File: config.mk
export PLATFORM = sky130hd
export DESIGN_NAME = switch_allocator_flat
export DESIGN_NICKNAME = d
export VERILOG_FILES = /design/src/rtl/switch_allocator_if.sv /design/src/rtl/switch_allocator.sv /design/src/flat_wrapper.sv
export SDC_FILE = /design/constraint.sdc
export NUM_CORES = 1
export LEC_CHECK = 0
export BUFFER_PORTS_ARGS = -buffer_cell sky130_fd_sc_hd__buf_2
export CAP_MARGIN = 20
export CORE_MARGIN = 2
export CORE_UTILIZATION = 45
export CTS_BUF_LIST = sky130_fd_sc_hd__clkbuf_4 sky130_fd_sc_hd__clkbuf_8 sky130_fd_sc_hd__clkbuf_16
export DETAILED_ROUTE_END_ITERATION = 12
export GPL_TIMING_DRIVEN = 0
export HOLD_SLACK_MARGIN = 0.03
export PLACE_DENSITY_LB_ADDON = 0.15
export SLEW_MARGIN = 20
export SYNTH_ARGS = -nofsm -noshare
export SYNTH_HDL_FRONTEND = slang
export SYNTH_SLANG_ARGS = --single-unit
File: constraint.sdc
create_clock -name clk -period 8.5 [get_ports clk]
set_clock_uncertainty 0.2 [all_clocks]
set_input_delay 0 -clock clk [delete_from_list [all_inputs] [get_ports clk]]
set_output_delay 0 -clock clk [all_outputs]
set_load 0.05 [all_outputs]
File: src/rtl/switch_allocator_if.sv
// Allocator-facing bundle: request matrix, tails and credit returns in; acks, crossbar selects and credit levels out.
// credit_err exists only when SWITCH_ALLOC_CREDIT_CHECK_EN is defined.
interface switch_allocator_if #(
   parameter int PORTS   = 5,
   parameter int CREDITS = 4
);
   localparam int CNT_W = $clog2(CREDITS + 1);

   logic [PORTS*PORTS-1:0] port_rqs;
   logic [PORTS-1:0]       flit_tail;
   logic [PORTS-1:0]       credit_in;
   logic [PORTS-1:0]       arb_ack;
   logic [PORTS*PORTS-1:0] xbar_cfg_vector;
   logic [PORTS*CNT_W-1:0] credit_cnt;
`ifdef SWITCH_ALLOC_CREDIT_CHECK_EN
   logic [PORTS-1:0]       credit_err;
`endif

   modport master (
      output port_rqs, flit_tail, credit_in,
      input  arb_ack, xbar_cfg_vector, credit_cnt
`ifdef SWITCH_ALLOC_CREDIT_CHECK_EN
      , input credit_err
`endif
   );

   modport slave (
      input  port_rqs, flit_tail, credit_in,
      output arb_ack, xbar_cfg_vector, credit_cnt
`ifdef SWITCH_ALLOC_CREDIT_CHECK_EN
      , output credit_err
`endif
   );
endinterface

File: src/rtl/switch_allocator.sv
// Round-robin, wormhole-locking, credit-gated switch allocator; grant 1 cycle after request, acks stall at 0 credits.
// Optional sticky credit_err per outport under SWITCH_ALLOC_CREDIT_CHECK_EN.
module switch_allocator #(
   parameter int PORTS   = 5,
   parameter int CREDITS = 4
) (
   input  logic              clk,
   input  logic              rst,
   switch_allocator_if.slave sa
);
   localparam int CNT_W = $clog2(CREDITS + 1);
   localparam int IDX_W = $clog2(PORTS);
   localparam logic [CNT_W-1:0] CNT_MAX = CNT_W'(CREDITS);

   typedef enum logic {IDLE, LOCKED} st_t;

   st_t              st_q    [PORTS];
   logic [IDX_W-1:0] owner_q [PORTS];
   logic [IDX_W-1:0] rr_q    [PORTS];
   logic [CNT_W-1:0] cnt_q   [PORTS];
   logic [PORTS-1:0] cfg_q   [PORTS];
   logic [CNT_W-1:0] cnt_d   [PORTS];
   logic [IDX_W-1:0] rr_d    [PORTS];
   logic [IDX_W-1:0] grant_idx [PORTS];
   logic [PORTS-1:0] req_dec [PORTS];
   logic [PORTS-1:0] held;
   logic [PORTS-1:0] xfer;
   logic [PORTS-1:0] tail_xfer;
   logic [PORTS-1:0] grant_vld;
   logic [PORTS-1:0] ack;
   int               idx;

   always_comb begin
      held      = '0;
      ack       = '0;
      xfer      = '0;
      tail_xfer = '0;
      grant_vld = '0;
      idx       = 0;
      // lowest set bit wins, so each inport targets at most one outport
      for (int i = 0; i < PORTS; i++) begin
         req_dec[i] = sa.port_rqs[i*PORTS +: PORTS] & (~sa.port_rqs[i*PORTS +: PORTS] + 1'b1);
      end
      for (int j = 0; j < PORTS; j++) begin
         held = held | cfg_q[j];
      end
      for (int j = 0; j < PORTS; j++) begin
         grant_idx[j] = '0;
         xfer[j]      = (st_q[j] == LOCKED) && req_dec[owner_q[j]][j] && (cnt_q[j] != '0);
         tail_xfer[j] = xfer[j] && sa.flit_tail[owner_q[j]];
         if (xfer[j]) begin
            ack = ack | cfg_q[j];
         end
         rr_d[j] = (int'(owner_q[j]) == PORTS - 1) ? '0 : owner_q[j] + 1'b1;

         if (st_q[j] == IDLE && cnt_q[j] != '0) begin
            for (int k = 0; k < PORTS; k++) begin
               idx = int'(rr_q[j]) + k;
               if (idx >= PORTS) begin
                  idx = idx - PORTS;
               end
               if (!grant_vld[j] && req_dec[idx][j] && !held[idx]) begin
                  grant_vld[j] = 1'b1;
                  grant_idx[j] = IDX_W'(idx);
               end
            end
         end

         cnt_d[j] = cnt_q[j];
         if (xfer[j] && !sa.credit_in[j]) begin
            cnt_d[j] = cnt_q[j] - 1'b1;
         end else if (!xfer[j] && sa.credit_in[j] && cnt_q[j] != CNT_MAX) begin
            cnt_d[j] = cnt_q[j] + 1'b1;
         end
      end
   end

   always_ff @(posedge clk) begin
      if (!rst) begin
         for (int j = 0; j < PORTS; j++) begin
            st_q[j]    <= IDLE;
            owner_q[j] <= '0;
            rr_q[j]    <= '0;
            cnt_q[j]   <= CNT_MAX;
            cfg_q[j]   <= '0;
         end
      end else begin
         for (int j = 0; j < PORTS; j++) begin
            cnt_q[j] <= cnt_d[j];
            case (st_q[j])
               IDLE: begin
                  if (grant_vld[j]) begin
                     st_q[j]    <= LOCKED;
                     owner_q[j] <= grant_idx[j];
                     cfg_q[j]   <= PORTS'(1) << grant_idx[j];
                  end
               end
               LOCKED: begin
                  if (tail_xfer[j]) begin
                     st_q[j]  <= IDLE;
                     cfg_q[j] <= '0;
                     rr_q[j]  <= rr_d[j];
                  end
               end
               default: begin
                  st_q[j]  <= IDLE;
                  cfg_q[j] <= '0;
               end
            endcase
         end
      end
   end

`ifdef SWITCH_ALLOC_CREDIT_CHECK_EN
   logic [PORTS-1:0] err_q;

   // overflow: a return with no slot outstanding; underflow guards the ack gating
   always_ff @(posedge clk) begin
      if (!rst) begin
         err_q <= '0;
      end else begin
         for (int j = 0; j < PORTS; j++) begin
            if ((sa.credit_in[j] && !xfer[j] && cnt_q[j] == CNT_MAX) ||
                (xfer[j] && cnt_q[j] == '0)) begin
               err_q[j] <= 1'b1;
            end
         end
      end
   end

   assign sa.credit_err = err_q;
`endif

   always_comb begin
      sa.arb_ack = ack;
      for (int j = 0; j < PORTS; j++) begin
         sa.xbar_cfg_vector[j*PORTS +: PORTS] = cfg_q[j];
         sa.credit_cnt[j*CNT_W +: CNT_W]      = cnt_q[j];
      end
   end
endmodule

File: src/flat_wrapper.sv
// flat-port wrapper written by rule: the top's interface ports become plain ports
module switch_allocator_flat 
#(
   parameter int PORTS   = 5,
   parameter int CREDITS = 4
)
  (clk, rst, sa_port_rqs, sa_flit_tail, sa_credit_in, sa_arb_ack, sa_xbar_cfg_vector, sa_credit_cnt);
  switch_allocator_if #(.PORTS(PORTS), .CREDITS(CREDITS)) sa_i ();
  input  logic clk;
  input  logic rst;
  input wire logic [$bits(sa_i.port_rqs)-1:0] sa_port_rqs;
  input wire logic [$bits(sa_i.flit_tail)-1:0] sa_flit_tail;
  input wire logic [$bits(sa_i.credit_in)-1:0] sa_credit_in;
  output wire logic [$bits(sa_i.arb_ack)-1:0] sa_arb_ack;
  output wire logic [$bits(sa_i.xbar_cfg_vector)-1:0] sa_xbar_cfg_vector;
  output wire logic [$bits(sa_i.credit_cnt)-1:0] sa_credit_cnt;
  assign sa_i.port_rqs = sa_port_rqs;
  assign sa_i.flit_tail = sa_flit_tail;
  assign sa_i.credit_in = sa_credit_in;
  assign sa_arb_ack = sa_i.arb_ack;
  assign sa_xbar_cfg_vector = sa_i.xbar_cfg_vector;
  assign sa_credit_cnt = sa_i.credit_cnt;
  switch_allocator #(.PORTS(PORTS), .CREDITS(CREDITS)) u_core (.clk(clk), .rst(rst), .sa(sa_i));
endmodule
* Yosys cells after proc, flatten, opt, wreduce, memory -nomap -nowiden
Memories as Yosys holds them, arrays and structs flattened. Cells that the tools add are included.
Operators by class: add/subtract/negate cells 65, shift operators 5, bitwise operators 88, magnitude comparators 85, reductions and logical operators 140, eq/ne operators 10, multiplexer cells 402
Operators by type and width (number):
- $mux W32 | 50
- $ge A32 B4 Y1 const B | 45
- $lt A32 B5 Y1 const B | 25
- $not A32 Y32 | 25
- $sub A32 B4 Y32 const B | 20
- $bmux W5 S3 | 30
- $mux W3 | 72
- $mux W1 | 169
- $mux W5 | 27
- $bmux W1 S3 | 30
- $logic_and A1 B1 Y1 | 80
- $logic_not A1 Y1 | 55
- $mux W4 | 12
- $add A3 B2 Y4 const B | 10
- $or A5 B5 Y5 | 8
- $or A1 B1 Y1 | 35
- $add A3 B1 Y3 const B | 10
- $add A5 B1 Y5 const B | 5
- $and A5 B5 Y5 | 5
- $not A5 Y5 | 5
- $shl A1 B3 Y5 const A | 5
- $mux W2 | 12
- $add A3 B1 Y4 const B | 5
- $add A3 B3 Y4 const B | 5
- 10 further kinds | 50
Storage, ports and cells: output and inout port bits 45, bits of input ports 37, word-level logic and storage cells 800, flip-flop bits (word level) 0, memories kept 5, RAM bits 75
Memories:
- u_core.cfg_q | words 5, bits a word 5, rd ports 5, clocked after Yosys merged registers in 0, write ports 5, line switch_allocator.sv:21 | logic [PORTS-1:0] cfg_q [PORTS];
- u_core.cnt_q | words 5, bits a word 3, rd ports 5, clocked after Yosys merged registers in 0, write ports 5, line switch_allocator.sv:20 | logic [CNT_W-1:0] cnt_q [PORTS];
- u_core.owner_q | words 5, bits a word 3, rd ports 5, clocked after Yosys merged registers in 0, write ports 5, line switch_allocator.sv:18 | logic [IDX_W-1:0] owner_q [PORTS];
- u_core.rr_q | words 5, bits a word 3, rd ports 5, clocked after Yosys merged registers in 0, write ports 5, line switch_allocator.sv:19 | logic [IDX_W-1:0] rr_q [PORTS];
- u_core.st_q | words 5, bits a word 1, rd ports 5, clocked after Yosys merged registers in 0, write ports 5, line switch_allocator.sv:17 | st_t st_q [PORTS];

* Logic depth before layout (Yosys ltp)
An unclocked memory read counts as a cell.
depth in word-level cells 38, mapped depth 17, depth with buffers taken out 14

* Worst setup path after synthesis
OpenSTA, ideal clock, no wires.
path kind register -> register, start mem u_core.rr_q[0][9] (netlist bit), end mem u_core.owner_q[0][14] (netlist bit), data pin, library setup time 0.263 ns, arrival 3.831 ns, path slack 4.206 ns, clock period less this slack 4.294 ns, cell stages (with the launch flop) 18, cell sequence edfxtp_1 clkbuf_1 inv_2 clkbuf_1 ha_1 inv_1 fa_1 a21oi_1 xnor2_1 mux2_2 a2bb2oi_1 and3_1 and3_1 a21oi_1 or2_1 clkbuf_1 or2_1 nor3b_2
RTL lines (line):
- start, declared | switch_allocator.sv:19
- end, declared | switch_allocator.sv:18

==> metrics <==
status finished clean; EDFF count, synth 54; Pwr Density 285.1 nW/um2; Crit Path Max Fanout 9; fraction of the mapped netlist area in adder cells 9.189%; CTS tree yes; DR WL/cell 19.83 um; actual slew at the worst max-slew pin 1.183 ns; total internal power 1.408 mW; logic gate share of total power 64.1%; synth top area cells edfxtp_1 (17%), ha_1 (7.1%), mux2i_1 (5.1%), nor2_1 (4.6%), dfxtp_1 (4.5%); achievable frequency 192.7 MHz; DIE AREA 22,050 um2; Post-Syn Instances 1,183; Final nets 1,380; worst skew pair latency 0.34 ns; Iteration-0 DRC Markers 959; Mapped Nets 1,283; sequential power share 23.5%; data required time of the critical path 8.36 ns; hpwl dp 24,330 um; Die Y 148.5 um; RSZ-0062 raised after global routing no; CORE AREA 20,360 um2; top-level port count 82; Rows 52; startpoint type of the worst setup path flip-flop; Synth Cell Area 9395 um2; CTS Buf Count 9; placed cell area 10,150 um2; remaining global-route overflow 0; die width 148.5 um; DR pass1 iterations 7; Hold Fails Final Rpt 0; Post-Syn Area per Cell 7.942 um2; Setup Fix Bufs, Post-CTS 0; largest family of logic cells by synthesized area simple AND/OR/NAND/NOR gates; post-CTS resize count 0; worst hold-check path type in -> reg; Psw 1.584 mW; largest net degree at the start of global routing 14; via count 9,718; register bit total from synthesis 75; final instance area 10,490 um2; final setup fails 0; Synth Area in Compound Gates 25.14%; post-synth top area share 17.26%; Area growth, synth to finish 11.68%; clock share of power 12.5%; GRT Util Overall 27.63%; dominant cell type by area after synthesis edfxtp_1; first-pass GRT wire length 48,020 um; Synth Area in Simple Gates 28.98%; relative slew slack 20.52%; mux share of post-synthesis cell area 7.511%; crit path capture type flip-flop; routability congestion estimate 0.9612; Max VDD drop 0.0001837 V; H-tree lvl count 3; worst-case clock buffer depth 2; Async SR Flop Fraction 0%; setup_tns 0 ns; port buffer count 81; vias in the first global route 8,781; WS Path Type reg -> reg; Fill cells 1,981; Slew Viols, Final 0; layout cells sized above 1 12.30%; Most used DFF post-synth edfxtp_1; Clock Pin Slew Worst Setup and Hold Paths 0.06 ns; WL final 30,860 um; dpl ws 3.396 ns; CTS sink cnt 75; Placed Cells 1,534; DRC violations left 0; Post-CTS Hold Buffers 5; switching part of the total power 52.95%; effective utilization at floorplan 46.14%; Post-Synth XOR/XNOR Area 2.597%; Worst Path Arrival 5.05 ns; count of warnings emitted by yosys 0; vias per cell 6.246; Tcrit/Tclk final 61.06%; number of antenna-violating nets in the routed design 0; Netlist cell types 96; clock root buffer clkbuf_16; initial antenna violation count 1; Finished Layout Cells 1,556; final hold slack 0.1241 ns; Final min period 5.190 ns; slack of the critical path 3.310 ns; sequential share of the synthesized area 21.73%; max-cap violation count 0; Pleak 4.302 nW
synthesized netlist by cell type (11+ instances only):
master and count:
edfxtp_1 54, o21a_1 12, o21ai_0 67, nor2_1 114, nor4_1 13, nor2b_1 35
xnor2_1 23, nand3_1 32, and3_1 18, o31ai_1 13, and4_1 12, dfxtp_1 21
clkbuf_1 31, a31oi_1 16, nand4_1 16, mux2i_1 48, ha_1 53, nor3_1 50
nand2_1 80, inv_1 76, nor3b_1 11, nand2b_1 21, a21oi_1 74, a21o_1 14
and2_1 23
worst max-delay path, cell delays in order, from the launching register on:
cell	delay, ns
edfxtp_1	0.49
inv_1	0.25
ha_1	0.26
inv_1	0.06
ha_1	0.20
a21oi_1	0.25
mux2i_1	0.48
mux2_2	0.41
a2bb2oi_1	0.25
nor4b_2	0.44
inv_2	0.08
o311ai_2	0.53
nand4_4	0.27
nor2_1	0.61
nor2_1	0.11
through the flow:
stage                     utilization (%)  power, mW
after floorplan                         -      2.068
after global routing                51.51      3.173
final                               51.52      2.992
after global placement              49.79      2.558
after CTS                           51.49      2.954
after detailed placement            49.83      2.574
layout make-up:
cell class / instances / area, um2 / area share [%]
repair buffers: 86 / 455.4 / 4.341
plain buffers: 37 / 140.1 / 1.336
well taps: 270 / 337.8 / 3.220
clock buffers: 14 / 275.3 / 2.623
clock inverters: 2 / 11.26 / 0.1073
multi-input cells: 987 / 6913 / 65.88
flip-flops and latches: 75 / 2042 / 19.46
diodes: 1 / 2.502 / 0.02385
inverters: 84 / 315.3 / 3.005
sequential cells by signal (all words and copies together) (netlist names):
| register | flops |
|---|---|
| u_core.cfg_q | 25 |
| u_core.cnt_q | 15 |
| u_core.owner_q | 15 |
| u_core.rr_q | 15 |
| u_core.st_q | 5 |
cell families (layout without fill, tap and decap cells):
| logic type | count (synthesis) | in the layout |
|---|---|---|
| fa+ha+maj | 63 | 63 |
| flops | 75 | 75 |
| mux | 62 | 62 |
| xor+xnor | 27 | 27 |
| buf+inv | 121 | 223 |
| simple gates | 495 | 495 |
| other cells | 0 | 1 |
| compound gates | 340 | 340 |
metal layers:
metal	track usage, %	wire length (um)	vias up
met1	37.66	13290	4563
li1	-	-	4662
met2	44.70	14040	437
met4	7.714	730	0
met3	5.521	2803	56
met5	0	0	-
worst paths after layout:
check,start,end,slack (ns),cells past startpoint
setup / recovery,u_core.rr_q[0][0],u_core.owner_q[0][7],3.31,14
hold / removal,rst,u_core.st_q[2],0.12,3
setup reg to reg,u_core.rr_q[0][0],u_core.owner_q[0][7],3.31,14
hold reg to reg,u_core.st_q[4],u_core.st_q[4],0.28,2
power by group through the flow:
stage / clock network [mW] / registers (mW) / logic [mW]
after floorplan: 0 / 0.822 / 1.25
after global placement: 0 / 0.701 / 1.86
after detailed placement: 0 / 0.702 / 1.87
after CTS: 0.375 / 0.696 / 1.88
after global routing: 0.386 / 0.713 / 2.07
final: 0.373 / 0.702 / 1.92
layout by cell type, fill, tap and decap left out, types with 10 or more instances in the layout:
cell      Yosys  final
inv_1        76     76
xnor2_1      23     23
and3_1       18     18
edfxtp_1     54     54
a211o_1      10     10
o211ai_1     10     10
nor3b_1      11     10
nor2_1      114    114
and3b_1      10     10
and2_1       23     23
fa_1         10     10
buf_2         1     82
clkbuf_1     31     31
a21o_1       14     14
nand4_1      16     16
and4_1       12     12
o21a_1       12     12
a31oi_1      16     16
nor3_1       50     48
a21oi_1      74     74
o21ai_0      67     67
nor2b_1      35     35
mux2i_1      48     48
o31ai_1      13     13
ha_1         53     53
dfxtp_1      21     21
nand2b_1     21     21
nand2_1      80     80
nand3_1      32     32
nor4_1       13     13
(Power assumes the default switching activity.)
